$ cat src/rtl/proc_pkg.sv
// proc_pkg: definitions shared by the fetch unit and the processor control FSM.
// Contents: opcode constants, addressing-mode constants, the fetch state enum
// and the instruction length type.
package proc_pkg;

  // Opcodes live in byte0[7:2].
  localparam logic [5:0] OP_LOAD    = 6'b000001;
  localparam logic [5:0] OP_REGLOAD = 6'b000010;
  localparam logic [5:0] OP_JMP     = 6'b001001;
  localparam logic [5:0] OP_BEQL    = 6'b001010;
  localparam logic [5:0] OP_BNEQL   = 6'b001011;
  localparam logic [5:0] OP_POP     = 6'b100100;
  localparam logic [5:0] OP_PUSH    = 6'b100101;
  localparam logic [5:0] OP_ASR     = 6'b101000;
  localparam logic [5:0] OP_LSR     = 6'b101001;
  localparam logic [5:0] OP_ASL     = 6'b101010;
  localparam logic [5:0] OP_LSL     = 6'b101011;
  localparam logic [5:0] OP_ADD     = 6'b110000;
  localparam logic [5:0] OP_SUB     = 6'b110001;
  localparam logic [5:0] OP_MUL     = 6'b110010;
  localparam logic [5:0] OP_AND     = 6'b110011;
  localparam logic [5:0] OP_OR      = 6'b110100;
  localparam logic [5:0] OP_XOR     = 6'b110101;
  localparam logic [5:0] OP_NOT     = 6'b110110;
  localparam logic [5:0] OP_STOP    = 6'b111111;

  // Addressing modes carried in the funct field (byte1[7:5]).
  localparam logic [2:0] AM_REGDIR = 3'b000;
  localparam logic [2:0] AM_MEMDIR = 3'b001;
  localparam logic [2:0] AM_PCREL  = 3'b010;
  localparam logic [2:0] AM_IMMED  = 3'b111;

  typedef enum logic [1:0] {
    FS_IDLE = 2'd0,
    FS_REQ  = 2'd1,
    FS_WAIT = 2'd2,
    FS_DONE = 2'd3
  } fetch_state_e;

  // Number of instruction bytes, 1..3 (0 only out of reset).
  typedef logic [1:0] len_t;
  localparam len_t LEN1 = 2'd1;
  localparam len_t LEN2 = 2'd2;
  localparam len_t LEN3 = 2'd3;

endpackage

$ cat src/rtl/instr_fetch_unit_if.sv
// instr_fetch_unit_if: byte-wide program-memory read port.
//   mem_rd     request, held until mem_gnt
//   mem_addr   byte address, stable while mem_rd=1
//   mem_gnt    request accepted this cycle
//   mem_rdata  read data, valid with mem_rvalid
//   mem_rvalid read data valid, one or more cycles after the grant
// master = fetch unit, slave = memory.
interface instr_fetch_unit_if #(parameter int AW = 8);
  logic          mem_rd;
  logic [AW-1:0] mem_addr;
  logic          mem_gnt;
  logic [7:0]    mem_rdata;
  logic          mem_rvalid;

  modport master (output mem_rd, mem_addr, input mem_gnt, mem_rdata, mem_rvalid);
  modport slave  (input mem_rd, mem_addr, output mem_gnt, mem_rdata, mem_rvalid);
endinterface

$ cat src/rtl/instr_len_decode.sv
// instr_len_decode: opcode -> instruction length in bytes.
//   op_i  [5:0] opcode (byte0[7:2])
//   len_o [1:0] 1, 2 or 3; unknown opcodes are treated as 3-byte.
module instr_len_decode
  import proc_pkg::*;
(
  input  logic [5:0] op_i,
  output len_t       len_o
);

  always_comb begin
    len_o = LEN3;
    case (op_i)
      OP_POP, OP_PUSH, OP_ASR, OP_LSR, OP_ASL, OP_LSL, OP_STOP: len_o = LEN1;
      OP_JMP, OP_BEQL, OP_BNEQL:                                len_o = LEN2;
      default:                                                  len_o = LEN3;
    endcase
  end

endmodule

$ cat src/rtl/instr_fetch_unit.sv
// instr_fetch_unit: reads one 1..3 byte instruction at PC on each fetch command.
//   clk, reset        clock, synchronous active-high reset
//   start             fetch command (sampled in IDLE only)
//   pc_load/_val      PC load, IDLE only; applied before a same-cycle start
//   mem               program-memory read port (master side)
//   busy              high while the fetch is in progress (REQ/WAIT)
//   done              one-cycle pulse, fields below valid
//   op/funct/regsel/operand/len  decoded fields of the last instruction
//   pc                current PC (advanced by one per byte read)
module instr_fetch_unit
  import proc_pkg::*;
#(
  parameter int            AW       = 8,
  parameter logic [AW-1:0] RESET_PC = '0
) (
  input  logic          clk,
  input  logic          reset,
  input  logic          start,
  input  logic          pc_load,
  input  logic [AW-1:0] pc_load_val,
  instr_fetch_unit_if.master mem,
  output logic          busy,
  output logic          done,
  output logic [5:0]    op,
  output logic [2:0]    funct,
  output logic [4:0]    regsel,
  output logic [7:0]    operand,
  output len_t          len,
  output logic [AW-1:0] pc
);

  localparam logic [AW-1:0] PC_ONE = {{(AW-1){1'b0}}, 1'b1};

  fetch_state_e  state_q, state_d;
  logic [1:0]    idx_q, idx_d;
  logic [AW-1:0] pc_q, pc_d;
  logic [5:0]    op_q, op_d;
  logic [2:0]    funct_q, funct_d;
  logic [4:0]    regsel_q, regsel_d;
  logic [7:0]    operand_q, operand_d;
  len_t          len_q, len_d;
  len_t          dec_len, cur_len;
  logic [1:0]    unused_rdata_lo;

  assign unused_rdata_lo = mem.mem_rdata[1:0];

  instr_len_decode u_len_dec (
    .op_i  (mem.mem_rdata[7:2]),
    .len_o (dec_len)
  );

  always_comb begin
    state_d   = state_q;
    idx_d     = idx_q;
    pc_d      = pc_q;
    op_d      = op_q;
    funct_d   = funct_q;
    regsel_d  = regsel_q;
    operand_d = operand_q;
    len_d     = len_q;
    // While reading byte0 the length is not latched yet; use the decoder.
    cur_len   = (idx_q == 2'd0) ? dec_len : len_q;
    case (state_q)
      FS_IDLE: begin
        if (pc_load) pc_d = pc_load_val;
        if (start) begin
          state_d = FS_REQ;
          idx_d   = 2'd0;
        end
      end
      FS_REQ: begin
        if (mem.mem_gnt) state_d = FS_WAIT;
      end
      FS_WAIT: begin
        if (mem.mem_rvalid) begin
          pc_d = pc_q + PC_ONE;
          case (idx_q)
            2'd0: begin
              op_d      = mem.mem_rdata[7:2];
              funct_d   = '0;
              regsel_d  = '0;
              operand_d = '0;
              len_d     = dec_len;
            end
            2'd1: begin
              if (len_q == LEN2) begin
                operand_d = mem.mem_rdata;
              end else begin
                funct_d  = mem.mem_rdata[7:5];
                regsel_d = mem.mem_rdata[4:0];
              end
            end
            default: operand_d = mem.mem_rdata;
          endcase
          if ((idx_q + 2'd1) < cur_len) begin
            idx_d   = idx_q + 2'd1;
            state_d = FS_REQ;
          end else begin
            state_d = FS_DONE;
          end
        end
      end
      FS_DONE: state_d = FS_IDLE;
      default: state_d = FS_IDLE;
    endcase
  end

  always_ff @(posedge clk) begin
    if (reset) begin
      state_q   <= FS_IDLE;
      idx_q     <= '0;
      pc_q      <= RESET_PC;
      op_q      <= '0;
      funct_q   <= '0;
      regsel_q  <= '0;
      operand_q <= '0;
      len_q     <= '0;
    end else begin
      state_q   <= state_d;
      idx_q     <= idx_d;
      pc_q      <= pc_d;
      op_q      <= op_d;
      funct_q   <= funct_d;
      regsel_q  <= regsel_d;
      operand_q <= operand_d;
      len_q     <= len_d;
    end
  end

  assign mem.mem_rd   = (state_q == FS_REQ);
  assign mem.mem_addr = (state_q == FS_REQ) ? pc_q : '0;
  assign busy         = (state_q == FS_REQ) || (state_q == FS_WAIT);
  assign done         = (state_q == FS_DONE);
  assign op           = op_q;
  assign funct        = funct_q;
  assign regsel       = regsel_q;
  assign operand      = operand_q;
  assign len          = len_q;
  assign pc           = pc_q;

endmodule

$ cat src/flat_wrapper.sv
// flat-port wrapper written by rule: the top's interface ports become plain ports
module instr_fetch_unit_flat import proc_pkg::*;
#(
  parameter int            AW       = 8,
  parameter logic [AW-1:0] RESET_PC = '0
)
  (clk, reset, start, pc_load, pc_load_val, busy, done, op, funct, regsel, operand, len, pc, mem_mem_rd, mem_mem_addr, mem_mem_gnt, mem_mem_rdata, mem_mem_rvalid);
  instr_fetch_unit_if #(.AW(AW)) mem_i ();
  input  logic clk;
  input  logic reset;
  input  logic start;
  input  logic pc_load;
  input  logic [AW-1:0] pc_load_val;
  output logic busy;
  output logic done;
  output logic [5:0] op;
  output logic [2:0] funct;
  output logic [4:0] regsel;
  output logic [7:0] operand;
  output len_t len;
  output logic [AW-1:0] pc;
  output wire logic [$bits(mem_i.mem_rd)-1:0] mem_mem_rd;
  output wire logic [$bits(mem_i.mem_addr)-1:0] mem_mem_addr;
  input wire logic [$bits(mem_i.mem_gnt)-1:0] mem_mem_gnt;
  input wire logic [$bits(mem_i.mem_rdata)-1:0] mem_mem_rdata;
  input wire logic [$bits(mem_i.mem_rvalid)-1:0] mem_mem_rvalid;
  assign mem_mem_rd = mem_i.mem_rd;
  assign mem_mem_addr = mem_i.mem_addr;
  assign mem_i.mem_gnt = mem_mem_gnt;
  assign mem_i.mem_rdata = mem_mem_rdata;
  assign mem_i.mem_rvalid = mem_mem_rvalid;
  instr_fetch_unit #(.AW(AW), .RESET_PC(RESET_PC)) u_core (.clk(clk), .reset(reset), .start(start), .pc_load(pc_load), .pc_load_val(pc_load_val), .mem(mem_i), .busy(busy), .done(done), .op(op), .funct(funct), .regsel(regsel), .operand(operand), .len(len), .pc(pc));
endmodule
$ cat config.mk
export PLATFORM = sky130hd
export DESIGN_NAME = instr_fetch_unit_flat
export DESIGN_NICKNAME = d
export VERILOG_FILES = /design/src/rtl/proc_pkg.sv /design/src/rtl/instr_fetch_unit_if.sv /design/src/rtl/instr_len_decode.sv /design/src/rtl/instr_fetch_unit.sv /design/src/flat_wrapper.sv
export SDC_FILE = /design/constraint.sdc
export NUM_CORES = 1
export LEC_CHECK = 0
export BUFFER_PORTS_ARGS = -buffer_cell sky130_fd_sc_hd__buf_4
export CAP_MARGIN = 20
export CORE_ASPECT_RATIO = 0.6
export CORE_MARGIN = 4
export CORE_UTILIZATION = 53
export CTS_BUF_LIST = sky130_fd_sc_hd__clkbuf_16
export DETAILED_ROUTE_END_ITERATION = 8
export GPL_TIMING_DRIVEN = 1
export PLACE_DENSITY = 0.94
export SYNTH_ARGS = -nofsm -noshare
export SYNTH_HDL_FRONTEND = slang
export SYNTH_SLANG_ARGS = --single-unit
export TNS_END_PERCENT = 1
$ cat constraint.sdc
create_clock -name clk -period 5.2 [get_ports clk]
set_input_delay 1.04 -clock clk [delete_from_list [all_inputs] [get_ports clk]]
set_output_delay 1.04 -clock clk [all_outputs]
set_load 0.03 [all_outputs]
==> impl_metrics.json <==
{
  "max_freq_ghz": 0.385,
  "cellPowerDensity_nw_per_um2": 436,
  "io-pin-count": 65,
  "synth_cells": 235,
  "yosysSeqAreaShare": 0.381,
  "yosysTopAreaCellShare": 0.381,
  "clockBufferDepth": 2,
  "cp_max_fo": 25,
  "cap_violations": 0,
  "synth-seq-cells": 36,
  "synth_area_leaders": "dfxtp_1, a21oi_1, nand2_1, ha_1, nand2b_1",
  "worst_slack_ns": 2.60,
  "postCtsHoldBufs": 0,
  "synth_xor_area_frac": 0,
  "antenna_found_initial": 0,
  "antenna_left": 0,
  "worst_slew_pin_slew_ns": 0.849,
  "crit_type": "reg -> reg",
  "synth_warnings": 0,
  "post-cts-setup-buffer-count": 0,
  "synth_area_sq_um": 1890,
  "tns_ns": 0,
  "synth_fp_nets": 265,
  "area_growth_pct": 32.5,
  "htree_levels": 2,
  "syn_avg_cell_area_sq_um": 8.05,
  "ir_drop_v": 0.000320,
  "num_vias": 1953,
  "maxSlewViolCount": 0,
  "start_util": 0.566,
  "synth_edf_count": 0,
  "max-slew-margin-rel": 0.434,
  "synth-simple-area-share": 0.323,
  "status": "completed",
  "clk_pin_slew_ns": 0.05,
  "clock_latency_ns": 0.28,
  "worstSetupStartpoint": "u_core.state_q[1]",
  "final_hold_viol_count": 0,
  "required_ns": 5.40,
  "drc": 0,
  "cts_resized": 0,
  "endpoint_kind": "flip-flop",
  "synthMuxAreaShare": 0.0212,
  "arrival_ns": 2.80,
  "detail_route.iter0.violations": 242,
  "clock-sinks": 36,
  "total_leakage_power_nw": 1.02,
  "dp_slack_ns": 2.44,
  "ys_types": 40,
  "numCtsBuffers": 5,
  "drive_gt1_frac": 0.265,
  "synth_top_family_by_area": "simple AND/OR/NAND/NOR gates",
  "nets": 324,
  "firstDrtPassIters": 5,
  "track_usage": 0.227,
  "fin_worst_skew_ns": 0.00265,
  "gp_congestion": 0.910,
  "min_period_ns": 2.60,
  "final_cell_area_sq_um": 2510,
  "post-synth-top-count-cell": "dfxtp_1",
  "synth_top_area_cell": "dfxtp_1",
  "hold_path_class": "reg -> reg",
  "num_antenna_cells": 0,
  "r2r-start": "u_core.state_q[1]",
  "viasPerCell": 5.76,
  "fin_crit_sh": 0.499,
  "hpwl_um": 3740,
  "core_area_sq_um": 3340,
  "clock-root-buffer": "clkbuf_16",
  "worstSetupStartpointType": "flip-flop",
  "cts_tree": "built",
  "die_area_sq_um": 4620,
  "synth_compound_gate_area_share": 0.178,
  "ys_async_sr_fraction": 0,
  "rows": 16,
  "portBuffers": 64,
  "grt_pass1_vias": 1650,
  "grt_overflow": 0,
  "detail_route.wirelength_um": 5200,
  "setup_viol": 0,
  "wl_per_cell_um": 15.3,
  "postPlaceCellArea_sq_um": 2370,
  "grt_setup_unrepaired": "false",
  "die_x_um": 85.1,
  "grt_pass1_wl_um": 8140,
  "synth-main-ff-cell": "dfxtp_1",
  "die_y_um": 54.3,
  "grt_max_degree": 35,
  "hold_start": "u_core.regsel[3]",
  "synthTopCellsByCount": "dfxtp_1, a21oi_1, nand2_1",
  "synthAdderAreaFrac": 0.0529
}
metrics by stage:
step / power, mW / hold slack [ns] / instances / utilization
2_1_floorplan: 0.674 / 0.435 / 235 / -
3_3_place_gp: 0.801 / 0.441 / 332 / 0.710
3_5_place_dp: 0.813 / 0.449 / 332 / 0.710
4_1_cts: 1.09 / 0.456 / 339 / 0.750
5_1_grt: 1.15 / 0.467 / 339 / 0.750
6_report: 1.09 / 0.456 / 339 / 0.750
layout make-up:
class,instances,area [sq um]
Clock buffer,5,125
Clock inverter,2,8.76
Fill cell,240,837
Inverter,7,26.3
Multi-Input combinational cell,180,1090
Sequential cell,36,721
Tap cell,45,56.3
Timing Repair Buffer,64,480
layer usage:
metal | track usage | part of all wire
met5 | 0 | 0
met1 | 0.326 | 0.46
met3 | 0.0602 | 0.086
met4 | 0.0737 | 0.017
met2 | 0.331 | 0.44
worst max-delay path, cell delays in order, from the launching register on:
cell,delay [ns]
dfxtp_1,0.42
ha_1,0.75
nor2_1,0.24
nor3_2,0.64
o21ai_0,0.25
a21oi_1,0.21
placed cells by master, fill, tap and decap left out, drive strengths merged, types with 3 or more instances in the layout:
cell / synthesis / layout
inv: 7 / 8
buf: 7 / 64
nor4: 3 / 3
nor2b: 6 / 6
mux2i: 4 / 4
nor2: 7 / 7
nor3: 4 / 4
nand2b: 14 / 14
nand3b: 10 / 10
ha: 8 / 8
nand3: 16 / 16
a21oi: 32 / 32
and2: 9 / 9
dfxtp: 36 / 36
clkbuf: 5 / 5
nand2: 31 / 31
o21ai: 11 / 11
report_power, final:
group / leakage [nW] / switching (mW) / internal (mW)
Combinational: 0.659 / 0.286 / 0.170
Clock: 0.0709 / 0.103 / 0.172
Sequential: 0.292 / 0.0494 / 0.313
state kept, by name (all words and copies together) (netlist names):
register	flops
u_core.funct	3
u_core.state_q	2
u_core.regsel	5
u_core.op	6
u_core.operand	8
u_core.pc	8
u_core.idx_q	2
u_core.len	2
logic make-up after synthesis:
family / count (synthesis)
multiplexers: 4
AO/OA/AOI/OAI: 58
AND/OR/NAND/NOR: 110
adder cells (fa/ha/maj): 8
flip-flops: 36
buffers and inverters: 19
path summary, 6_finish.rpt:
kind         depth (start not counted)          endpoint  slack (ns)
max                                  5      u_core.pc[6]        2.60
min                                  2  u_core.regsel[3]        0.46
max reg2reg                          5      u_core.pc[6]        2.60
min reg2reg                          2  u_core.regsel[3]        0.46
No activity file was read; power rests on OpenSTA's default activity.
